<file path="src/rtl/ifq_pkg.sv">
// Shared types and helpers for the multi-line instruction fetch queue.
// Default geometry below seeds the module parameters.
package ifq_pkg;

    typedef enum logic [0:0] {
        F_IDLE,
        F_WAIT
    } fetch_state_e;

    localparam int IFQ_LINE_WORDS  = 4;
    localparam int IFQ_DEPTH_LINES = 4;
    localparam int IFQ_INST_W      = 32;
    localparam int IFQ_ADDR_W      = 32;
    localparam int IFQ_LINE_BYTES  = IFQ_LINE_WORDS * 4;
    localparam int IFQ_OFF_W       = $clog2(IFQ_LINE_WORDS);
    localparam int IFQ_SLOT_W      = $clog2(IFQ_DEPTH_LINES);
    localparam int IFQ_CNT_W       = IFQ_SLOT_W + 1;

    // line_bytes must be a power of two.
    function automatic logic [63:0] align_line(input logic [63:0] addr, input int line_bytes);
        return addr & ~(64'(line_bytes) - 64'd1);
    endfunction

endpackage

</file>
<file path="src/rtl/ifq_line_buffer.sv">
// Line-slot storage for the fetch queue: slot-valid bits, one-request
// reservation, slot-major word read pointer with start offset on flush.
module ifq_line_buffer
    import ifq_pkg::*;
#(
    parameter int LINE_WORDS  = IFQ_LINE_WORDS,
    parameter int DEPTH_LINES = IFQ_DEPTH_LINES,
    parameter int INST_W      = IFQ_INST_W
) (
    input  logic                         clk,
    input  logic                         rst,
    input  logic                         flush,
    input  logic [$clog2(LINE_WORDS)-1:0] flush_off,
    input  logic                         reserve,
    input  logic                         push,
    input  logic [LINE_WORDS*INST_W-1:0] push_line,
    input  logic                         pop,
    input  logic                         bypass,
    output logic [INST_W-1:0]            head,
    output logic                         empty,
    output logic                         full
);

    localparam int OFF_W  = $clog2(LINE_WORDS);
    localparam int SLOT_W = $clog2(DEPTH_LINES);
    localparam int CNT_W  = SLOT_W + 1;
    localparam int LINE_W = LINE_WORDS * INST_W;

    logic [LINE_W-1:0]      mem_q [DEPTH_LINES];
    logic [DEPTH_LINES-1:0] valid_q, valid_d;
    logic [CNT_W-1:0]       cnt_q, cnt_d;
    logic                   resv_q, resv_d;
    logic [SLOT_W-1:0]      wr_slot_q, wr_slot_d;
    logic [SLOT_W-1:0]      rd_slot_q, rd_slot_d;
    logic [OFF_W-1:0]       rd_word_q, rd_word_d;
    logic                   last_word;
    logic [LINE_W-1:0]      line_sel;
    logic [INST_W-1:0]      words [LINE_WORDS];

    assign last_word = (rd_word_q == OFF_W'(LINE_WORDS - 1));

    // Push sets before pop clears, so a bypassed line whose last word is
    // consumed in the same cycle leaves its slot free.
    always_comb begin
        valid_d   = valid_q;
        cnt_d     = cnt_q;
        resv_d    = resv_q;
        wr_slot_d = wr_slot_q;
        rd_slot_d = rd_slot_q;
        rd_word_d = rd_word_q;
        if (flush) begin
            valid_d   = '0;
            cnt_d     = '0;
            resv_d    = 1'b0;
            wr_slot_d = '0;
            rd_slot_d = '0;
            rd_word_d = flush_off;
        end else begin
            if (reserve) resv_d = 1'b1;
            if (push) begin
                resv_d             = 1'b0;
                valid_d[wr_slot_q] = 1'b1;
                wr_slot_d          = wr_slot_q + SLOT_W'(1);
            end
            if (pop) begin
                if (last_word) begin
                    valid_d[rd_slot_q] = 1'b0;
                    rd_slot_d          = rd_slot_q + SLOT_W'(1);
                    rd_word_d          = '0;
                end else begin
                    rd_word_d = rd_word_q + OFF_W'(1);
                end
            end
            cnt_d = cnt_q + CNT_W'(push) - CNT_W'(pop && last_word);
        end
    end

    always_ff @(posedge clk) begin
        if (rst) begin
            valid_q   <= '0;
            cnt_q     <= '0;
            resv_q    <= 1'b0;
            wr_slot_q <= '0;
            rd_slot_q <= '0;
            rd_word_q <= '0;
        end else begin
            valid_q   <= valid_d;
            cnt_q     <= cnt_d;
            resv_q    <= resv_d;
            wr_slot_q <= wr_slot_d;
            rd_slot_q <= rd_slot_d;
            rd_word_q <= rd_word_d;
        end
    end

    for (genvar gi = 0; gi < DEPTH_LINES; gi++) begin : g_slot
        always_ff @(posedge clk) begin
            if (push && !flush && (wr_slot_q == SLOT_W'(gi))) mem_q[gi] <= push_line;
        end
    end

    assign line_sel = bypass ? push_line : mem_q[rd_slot_q];

    for (genvar gi = 0; gi < LINE_WORDS; gi++) begin : g_word
        assign words[gi] = line_sel[gi*INST_W +: INST_W];
    end

    assign head  = words[rd_word_q];
    assign empty = ~|valid_q;
    assign full  = ((cnt_q + CNT_W'(resv_q)) == CNT_W'(DEPTH_LINES));

endmodule

</file>
<file path="src/rtl/ifq_multiline.sv">
// Instruction fetch queue top: fetch FSM, request/dispatch PCs, redirect.
// Define IFQ_BYPASS_EN to forward a returning line straight to inst when empty.
module ifq_multiline
    import ifq_pkg::*;
#(
    parameter int                LINE_WORDS  = IFQ_LINE_WORDS,
    parameter int                DEPTH_LINES = IFQ_DEPTH_LINES,
    parameter int                INST_W      = IFQ_INST_W,
    parameter int                ADDR_W      = IFQ_ADDR_W,
    parameter logic [ADDR_W-1:0] RESET_PC    = '0
) (
    input  logic                         clk,
    input  logic                         rst,
    output logic [ADDR_W-1:0]            pc_in,
    output logic                         cache_rd_en,
    output logic                         cache_abort,
    input  logic [LINE_WORDS*INST_W-1:0] dout,
    input  logic                         dout_valid,
    output logic [ADDR_W-1:0]            pc_out,
    output logic [INST_W-1:0]            inst,
    output logic                         empty,
    input  logic                         inst_rd_en,
    input  logic [ADDR_W-1:0]            jmp_branch_address,
    input  logic                         jmp_branch_valid
);

    localparam int                OFF_W      = $clog2(LINE_WORDS);
    localparam int                LINE_BYTES = LINE_WORDS * 4;
    localparam logic [ADDR_W-1:0] LINE_INC   = ADDR_W'(LINE_BYTES);
    localparam logic [ADDR_W-1:0] INST_INC   = ADDR_W'(4);

    fetch_state_e      state_q, state_d;
    logic [ADDR_W-1:0] pc_in_q, pc_in_d;
    logic [ADDR_W-1:0] pc_out_q, pc_out_d;
    logic              redirect;
    logic              push, pop, reserve, flush;
    logic              bypass_act;
    logic              buf_empty, buf_full;
    logic [OFF_W-1:0]  start_off;

    assign redirect  = jmp_branch_valid;
    assign start_off = jmp_branch_address[OFF_W+1:2];

`ifdef IFQ_BYPASS_EN
    assign bypass_act = !rst && buf_empty && (state_q == F_WAIT) && dout_valid && !redirect;
`else
    assign bypass_act = 1'b0;
`endif

    assign empty = buf_empty && !bypass_act;
    assign pop   = inst_rd_en && !empty && !redirect;

    always_comb begin
        state_d     = state_q;
        pc_in_d     = pc_in_q;
        pc_out_d    = pc_out_q;
        cache_rd_en = 1'b0;
        cache_abort = 1'b0;
        push        = 1'b0;
        reserve     = 1'b0;
        flush       = 1'b0;
        case (state_q)
            F_IDLE: begin
                if (!redirect && !buf_full) begin
                    cache_rd_en = 1'b1;
                    reserve     = 1'b1;
                    state_d     = F_WAIT;
                end
            end
            F_WAIT: begin
                if (redirect) begin
                    cache_abort = 1'b1;
                    state_d     = F_IDLE;
                end else if (dout_valid) begin
                    push    = 1'b1;
                    pc_in_d = pc_in_q + LINE_INC;
                    state_d = F_IDLE;
                end
            end
            default: state_d = F_IDLE;
        endcase
        if (redirect) begin
            flush    = 1'b1;
            pc_out_d = jmp_branch_address;
            pc_in_d  = ADDR_W'(align_line(64'(jmp_branch_address), LINE_BYTES));
        end else if (pop) begin
            pc_out_d = pc_out_q + INST_INC;
        end
        // A request in flight at reset is dropped without an abort.
        if (rst) begin
            cache_rd_en = 1'b0;
            cache_abort = 1'b0;
            reserve     = 1'b0;
        end
    end

    always_ff @(posedge clk) begin
        if (rst) begin
            state_q  <= F_IDLE;
            pc_in_q  <= RESET_PC;
            pc_out_q <= RESET_PC;
        end else begin
            state_q  <= state_d;
            pc_in_q  <= pc_in_d;
            pc_out_q <= pc_out_d;
        end
    end

    ifq_line_buffer #(
        .LINE_WORDS (LINE_WORDS),
        .DEPTH_LINES(DEPTH_LINES),
        .INST_W     (INST_W)
    ) u_buf (
        .clk      (clk),
        .rst      (rst),
        .flush    (flush),
        .flush_off(start_off),
        .reserve  (reserve),
        .push     (push),
        .push_line(dout),
        .pop      (pop),
        .bypass   (bypass_act),
        .head     (inst),
        .empty    (buf_empty),
        .full     (buf_full)
    );

    assign pc_in  = pc_in_q;
    assign pc_out = pc_out_q;

endmodule

</file>
<file path="config.mk">
export PLATFORM = sky130hd
export DESIGN_NAME = ifq_multiline
export DESIGN_NICKNAME = d
export VERILOG_FILES = /design/src/rtl/ifq_pkg.sv /design/src/rtl/ifq_line_buffer.sv /design/src/rtl/ifq_multiline.sv
export SDC_FILE = /design/constraint.sdc
export NUM_CORES = 1
export LEC_CHECK = 0
export ABC_AREA = 0
export BUFFER_PORTS_ARGS = -buffer_cell sky130_fd_sc_hd__buf_4
export CAP_MARGIN = 25
export CORE_UTILIZATION = 42
export DETAILED_ROUTE_END_ITERATION = 8
export GPL_TIMING_DRIVEN = 0
export PLACE_DENSITY = 0.7
export SYNTH_ARGS = -nofsm -noshare
export SYNTH_HDL_FRONTEND = slang
export SYNTH_HIERARCHICAL = 1
export SYNTH_SLANG_ARGS = --single-unit
</file>
<file path="constraint.sdc">
create_clock -name clk -period 23.8 [get_ports clk]
set_input_delay 3.57 -clock clk [delete_from_list [all_inputs] [get_ports clk]]
set_output_delay 3.57 -clock clk [all_outputs]
set_load 0.02 [all_outputs]
</file>
==> flow_summary_export.csv, run 1 <==
group,metric,value,unit
status,outcome,"finished clean",
timing,setup_viol,0,
timing,skew,0.0153,ns
global_route,grt.total_usage,22.7,%
synthesis,ys_warn_count,6,
worst_setup_path,cp.arrival,5.15,ns
detailed_routing,wl_per_cell,24.4,µm
timing,fin_crit_sh,36.6,%
placed_design,port_buffers,259,
timing,timing.fmax,115,MHz
detailed_routing,drt-initial-drc-count,1571,
synthesis,synth_ff_type,"edfxtp_1",
timing,relSlewSlack,30.8,%
final_layout,final_layout_size_suffix_gt1_share,23.9,%
placed_design,dp_cells,2805,
cts,cts-htree-levels,2,
worst_setup_path,end_kind,"output port",
global_route,antenna_found_initial,25,
timing,hold_viol_final,0,
detailed_routing,firstDrtPassIters,5,
worst_setup_path,worstSetupStartpointType,"primary input",
cts,cts-root-buf,"clkbuf_16",
cts,cts_resized,0,
floorplanning,die_y,248,µm
floorplanning,ios,264,
synthesis,ys_seq_area_share,66.3,%
synthesis,syn_area_per_cell,14.6,µm²
cts,clkTransAtPathRegs,0.06,ns
synthesis,ys_seq_elements,589,
timing,hold_slack,0.506,ns
cts,insertion_delay,0.64,ns
cts,cts_tree,"built",
final_layout,final_cell_mix,"edfxtp_1, buf_4, mux2i_1",
global_route,grt_pass1_vias,16959,
detailed_routing,vias,17092,
cts,cts_buffer_depth,3,
global_route,grt_max_degree,29,
timing,post-route-min-period,8.72,ns
worst_setup_path,cp.required,20.23,ns
power_and_ir_drop,leakage,10.2,nW
detailed_routing,wl,71400,µm
detailed_routing,drc_errors,0,
placed_design,place_congestion,0.855,
timing,tightest_slew,1.03,ns
global_route,grt_overflow_total,0,
cts,cts.sinks,589,
synthesis,netlist_area,25500,µm²
final_layout,stdcell_count,2930,
worst_setup_path,crit_fanout,10,
synthesis,synth.distinct_cells,80,
run,max_cap_viol_count,0,
synthesis,synth_edf_count,512,
final_layout,area_delta_synth_final,20.8,%
power_and_ir_drop,powerDensity,72.6,nW/µm²
floorplanning,fp.dieW,248,µm
timing,fin_setup_tns,0,ns
floorplanning,row_count,89,
detailed_routing,viasPerCell,5.83,
synthesis,syn_inst,1747,
global_route,grt_pass1_wl,106000,µm
cts,cts_hold_buffers,0,
timing,rsz0062_at_grt,"no",
placed_design,dp_hpwl,49500,µm
synthesis,synthArstFlopShare,0,%
floorplanning,core_area,59500,µm²
cts,cts_buffers,61,
timing,slew_viol_final,0,
placed_design,placed_cell_area,28900,µm²
final_layout,utilization,51.8,%
detailed_routing,drtAntennaViolNets,0,
power_and_ir_drop,ir_drop,56.6,µV
final_layout,final_area,30800,µm²
final_layout,nNetsFinal,2278,
worst_setup_path,critPathKind,"in2out",
floorplanning,start_util,42.9,%
cts,cts_setup_buffers,0,
worst_hold_path,hold_path_class,"reg2reg",
final_layout,final_common_cell,"edfxtp_1",
floorplanning,dieArea,61700,µm²
==> through the flow <==
stage	total power, W	setup WS (ns)
after detailed placement	0.00132	15.07
after floorplan	0.00124	13.30
after global routing	0.00230	15.01
final	0.00224	15.08
after CTS	0.00225	15.06
after global placement	0.00132	8.18
==> worst max-delay path, cell delays in order <==
cell	delay, ns
buf_4	0.15
clkbuf_1	0.35
buf_1	0.55
and3_1	0.34
buf_4	0.17
==> sequential cells by signal, indices dropped and copies added, names as in the netlist, named ones only <==
register / count
pc_in: 28
pc_out: 32
state_q: 1
u_buf/cnt_q: 3
u_buf/mem_q: 512
u_buf/rd_slot_q: 2
u_buf/rd_word_q: 2
u_buf/resv_q: 1
u_buf/valid_q: 4
u_buf/wr_slot_q: 2
==> cell families (layout without fill, tap and decap cells) <==
group	count (synthesis)	count (layout)	synth area share, %
compound gates	374	374	9.92
xor+xnor	26	26	0.893
fa+ha+maj	16	16	0.814
buf+inv	150	544	3.22
flops	589	589	66.3
mux	229	229	11.4
other cells	1	17	0.0147
simple gates	362	362	7.40
==> worst paths after layout <==
kind                                                  start                        end  slack (ns)  cells after the start
worst max-delay path                       jmp_branch_valid                cache_abort       15.08                      5
worst min-delay path              u_buf/resv_q$_SDFFE_PP0P_  u_buf/resv_q$_SDFFE_PP0P_        0.51                      2
worst max register to register  u_buf/valid_q[1]$_SDFF_PP0_  u_buf/cnt_q[2]$_SDFF_PP0_       20.43                     15
worst min register to register    u_buf/resv_q$_SDFFE_PP0P_  u_buf/resv_q$_SDFFE_PP0P_        0.51                      2
==> report_power, final <==
group          switching (W)  internal, W
registers          0.0000122      0.00113
clock network       0.000398     0.000534
logic              0.0000982    0.0000653
total               0.000508      0.00173
==> layer usage <==
metal  track usage (%)  vias up  part of all wire [%]
met4              9.46       34                   3.8
li1                  -     7562                     -
met5                 0        -                  0.31
met1              28.9     8511                    39
met2              36.0      799                    48
met3              6.99      186                   9.6
==> final cells by class <==
type                            instances  area (µm²)
Fill cell                            4940       28600
Clock buffer                           89        1690
Clock inverter                         25         240
Buffer                                110         671
Timing Repair Buffer                  280        2330
Antenna cell                            9        22.5
Multi-Input combinational cell       1015        7830
Inverter                               40         150
Sequential cell                       589       16900
Tap cell                              773         967
==> synthesized netlist by cell type, types with 20 or more instances <==
cell type / count / share of area (%)
mux2i_1: 162 / 6.4
mux4_2: 45 / 4.0
nor2_1: 79 / 1.2
a21oi_1: 80 / 1.6
nand4_1: 24 / 0.59
o21ai_0: 83 / 1.6
nand3_1: 34 / 0.67
nor2b_1: 23 / 0.56
mux2_2: 20 / 0.88
o21a_1: 23 / 0.68
inv_1: 38 / 0.56
a22oi_1: 49 / 1.4
nand2_1: 100 / 1.5
clkbuf_1: 50 / 0.74
a211oi_1: 31 / 0.91
edfxtp_1: 512 / 60
dfxtp_1: 77 / 6.0
buf_2: 25 / 0.49
Note: power is estimated with default switching activity, not from simulation.
==> inputs of run 2 (changes only) <==
--- a/config.mk
+++ b/config.mk
@@ -5,13 +5,13 @@
 export SDC_FILE = /design/constraint.sdc
 export NUM_CORES = 1
 export LEC_CHECK = 0
-export ABC_AREA = 0
+export ABC_AREA = 1
 export BUFFER_PORTS_ARGS = -buffer_cell sky130_fd_sc_hd__buf_4
 export CAP_MARGIN = 25
 export CORE_UTILIZATION = 42
 export DETAILED_ROUTE_END_ITERATION = 8
 export GPL_TIMING_DRIVEN = 0
-export PLACE_DENSITY = 0.7
+export PLACE_DENSITY = 0.72
 export SYNTH_ARGS = -nofsm -noshare
 export SYNTH_HDL_FRONTEND = slang
 export SYNTH_HIERARCHICAL = 1
==> constraint.sdc (replaced) <==
create_clock -name clk -period 7.94 [get_ports clk]
set_input_delay 1.191 -clock clk [delete_from_list [all_inputs] [get_ports clk]]
set_output_delay 1.191 -clock clk [all_outputs]
set_load 0.02 [all_outputs]
==> flow_summary_export.csv, run 2 <==
group,metric,value,unit
worst_hold_path,hold_path_class,"reg2reg",
cts,clkTransAtPathRegs,0.06,ns
timing,hold_viol_final,0,
power_and_ir_drop,leakage,14.5,nW
synthesis,synth_top_area_cell,"edfxtp_1",
cts,cts-root-buf,"clkbuf_16",
worst_hold_path,worstHoldStart,"u_buf/cnt_q[2]$_SDFF_PP0_",
final_layout,regMostFlops,"u_buf/mem_q",
power_and_ir_drop,combPwrFrac,7.8,%
final_layout,nNetsFinal,3716,
floorplanning,start_util,42.5,%
worst_setup_path,critical-path-max-stage-delay,0.76,ns
timing,setup_ws,3.57,ns
timing,post-route-min-period,4.37,ns
power_and_ir_drop,switchingPower,0.00162,W
worst_setup_path,cp.arrival,3.18,ns
worst_setup_path,cp.required,6.75,ns
synthesis,ys_warn_count,6,
worst_setup_path,r2r-end,"u_buf/cnt_q[2]$_SDFF_PP0_",
status,outcome,"finished clean",
timing,relSlewSlack,34.3,%
placed_design,place_ws,3.71,ns
cts,cts_resized,0,
final_layout,final_layout_size_suffix_gt1_share,14.4,%
synthesis,synth_edf_count,512,
synthesis,synthArstFlopShare,0,%
cts,cts-htree-levels,3,
synthesis,ys_seq_area_share,60.4,%
floorplanning,dieArea,67800,µm²
synthesis,yosys.cell_count.top_type,"nand2_1",
detailed_routing,viasPerCell,5.19,
worst_setup_path,cp.depth,10,
global_route,use_met2,39.2,%
timing,rsz0062_at_grt,"no",
global_route,grt_max_degree,30,
power_and_ir_drop,switching_share,23.2,%
synthesis,synth.distinct_cells,41,
final_layout,final_cell_mix,"nand2_1, edfxtp_1, nand3_1",
worst_setup_path,r2r_setup_slack,4.61,ns
synthesis,synth_common_cells,"nand2_1, edfxtp_1, nand3_1",
cts,cts_hold_buffers,0,
power_and_ir_drop,power_frac_clock,43.3,%
synthesis,netlist_area,28000,µm²
cts,insertion_delay,0.62,ns
global_route,met1_usage,33.0,%
global_route,top_usage_layer,"met2",
worst_setup_path,crit_buf_inv,3,
global_route,grt_pass1_wl,125000,µm
detailed_routing,firstDrtPassIters,6,
timing,skew,0.0224,ns
global_route,grt_overflow_total,0,
floorplanning,ios,264,
global_route,grt_pass1_vias,20871,
floorplanning,core_area,65900,µm²
global_route,antenna_found_initial,15,
worst_setup_path,cp_cell_sequence,"clkbuf_1 -> buf_2 -> nand3_1 -> nand2_1 -> nand2_1 -> nand2_1 -> nand2_1 -> nand2_1 -> nand2_1 -> buf_4",
global_route,grt.total_usage,24.6,%
cts,cts.sinks,589,
detailed_routing,wl_per_cell,19.1,µm
worst_setup_path,critPathKind,"reg2out",
worst_setup_path,end_kind,"output port",
synthesis,syn_inst,3182,
detailed_routing,vias,23121,
power_and_ir_drop,power_frac_seq,48.9,%
timing,timing.fmax,229,MHz
floorplanning,fp.dieW,260,µm
power_and_ir_drop,intPower,0.00536,W
worst_setup_path,cpLargestDelayFamily,"buffers and inverters",
worst_setup_path,endpoint,"inst[7]",
synthesis,ys_seq_elements,589,
synthesis,syn_area_per_cell,8.81,µm²
worst_setup_path,crit_fanout,10,
cts,cts_setup_buffers,0,
placed_design,port_buffers,259,
worst_setup_path,reg2reg_depth,15,
timing,slew_viol_final,0,
timing,fin_setup_tns,0,ns
power_and_ir_drop,powerDensity,207,nW/µm²
placed_design,place_congestion,0.988,
final_layout,largest_register_ffs,512,
worst_setup_path,r2r-start,"u_buf/valid_q[0]$_SDFF_PP0_",
synthesis,synth_top_area_share,54.9,%
timing,setup_viol,0,
placed_design,dp_hpwl,60200,µm
worst_setup_path,crit_top_cell,"nand2_1",
detailed_routing,drtAntennaViolNets,0,
worst_setup_path,crit_slowest_cell,"clkbuf_1",
synthesis,synthTopCellsByArea,"edfxtp_1, nand2_1, nand3_1",
final_layout,area_delta_synth_final,20.3,%
detailed_routing,wl,85000,µm
worst_setup_path,worstSetupStartpointType,"flip-flop",
final_layout,final_common_cell,"nand2_1",
timing,hold_slack,0.486,ns
cts,cts_buffer_depth,3,
floorplanning,row_count,94,
cts,cts_tree,"built",
synthesis,synth_ff_type,"edfxtp_1",
detailed_routing,drc_errors,0,
power_and_ir_drop,ir_drop,177,µV
timing,fin_crit_sh,55.0,%
global_route,global_route.usage.met3,5.71,%
detailed_routing,drt-initial-drc-count,2966,
cts,cts_buffers,67,
floorplanning,die_y,260,µm
run,max_cap_viol_count,0,
timing,tightest_slew,0.985,ns
-- run 2: changes by cell type after synthesis, sizes merged, moves of 27 or more --
cell / delta
o21ai: -40
a22oi: -49
nand3: +341
nand2: +1057
nor2: +283
mux4: -47
inv: +316
mux2i: -162
a21oi: -27
buf: +69
-- run 2: how the worst min path moves through the flow --
stage | end | slack, ns | cells after the start
2_1_floorplan | u_buf/cnt_q[2]$_SDFF_PP0_ | 0.45 | 2
3_3_place_gp | u_buf/cnt_q[2]$_SDFF_PP0_ | 0.46 | 2
3_5_place_dp | u_buf/cnt_q[2]$_SDFF_PP0_ | 0.47 | 2
4_1_cts | u_buf/cnt_q[2]$_SDFF_PP0_ | 0.48 | 2
5_1_grt | u_buf/cnt_q[2]$_SDFF_PP0_ | 0.50 | 2
6_report | u_buf/cnt_q[2]$_SDFF_PP0_ | 0.49 | 2
-- run 2: kinds of logic after synthesis --
kind of cell               share of synthesized area (%)
adders and majority gates                          0.741
AOI/OAI and AO/OA                                   2.59
and+or+nand+nor                                     27.9
xor gates and xnor gates                           0.594
DFF                                                 60.4
buffers and inverters                               7.80
other                                             0.0134
-- run 2: stage by stage --
stage / power [W] / area (µm²) / util (%) / std cells
6_report: 0.00699 / 33700 / 51.2 / 4457
5_1_grt: 0.00717 / 33700 / 51.2 / 4455
4_1_cts: 0.00700 / 33700 / 51.2 / 4451
3_5_place_dp: 0.00400 / 31600 / 47.9 / 4330
3_3_place_gp: 0.00399 / 31100 / 47.2 / 4309
2_1_floorplan: 0.00372 / 28000 / - / 3186
-- run 2: layout make-up --
class | instances | area [µm²]
Buffer | 160 | 856
Sequential cell | 589 | 16900
Clock inverter | 28 | 244
Multi-Input combinational cell | 2083 | 8960
Antenna cell | 6 | 15.0
Timing Repair Buffer | 280 | 2400
Tap cell | 864 | 1080
Fill cell | 5980 | 32100
Clock buffer | 93 | 1910
Inverter | 354 | 1330
-- run 2: worst reg2reg max path: cells and delay by family (launching register included) --
kind,cells,cell delay (ns)
AO/OA/AOI/OAI,2,0.24
XOR/XNOR,1,0.18
adder cells (fa/ha/maj),3,0.79
buffers and inverters,5,0.60
flip-flops,1,0.32
AND/OR/NAND/NOR,4,1.17
-- run 2: metal layers --
metal	vias to the layer above	routed length, µm	share of wire (%)
met3	170	9950	12
met2	1305	39400	46
li1	10932	-	-
met1	10696	32900	39
met5	-	118	0.14
met4	18	2600	3.1
-- run 2: power groups by stage --
stage / Combinational [W] / Sequential (W) / Clock [W]
global placement: 0.000505 / 0.00348 / 0
floorplan: 0.000226 / 0.00350 / 0
finish: 0.000545 / 0.00342 / 0.00302
detailed placement: 0.000515 / 0.00348 / 0
global route: 0.000580 / 0.00342 / 0.00317
CTS: 0.000517 / 0.00342 / 0.00307
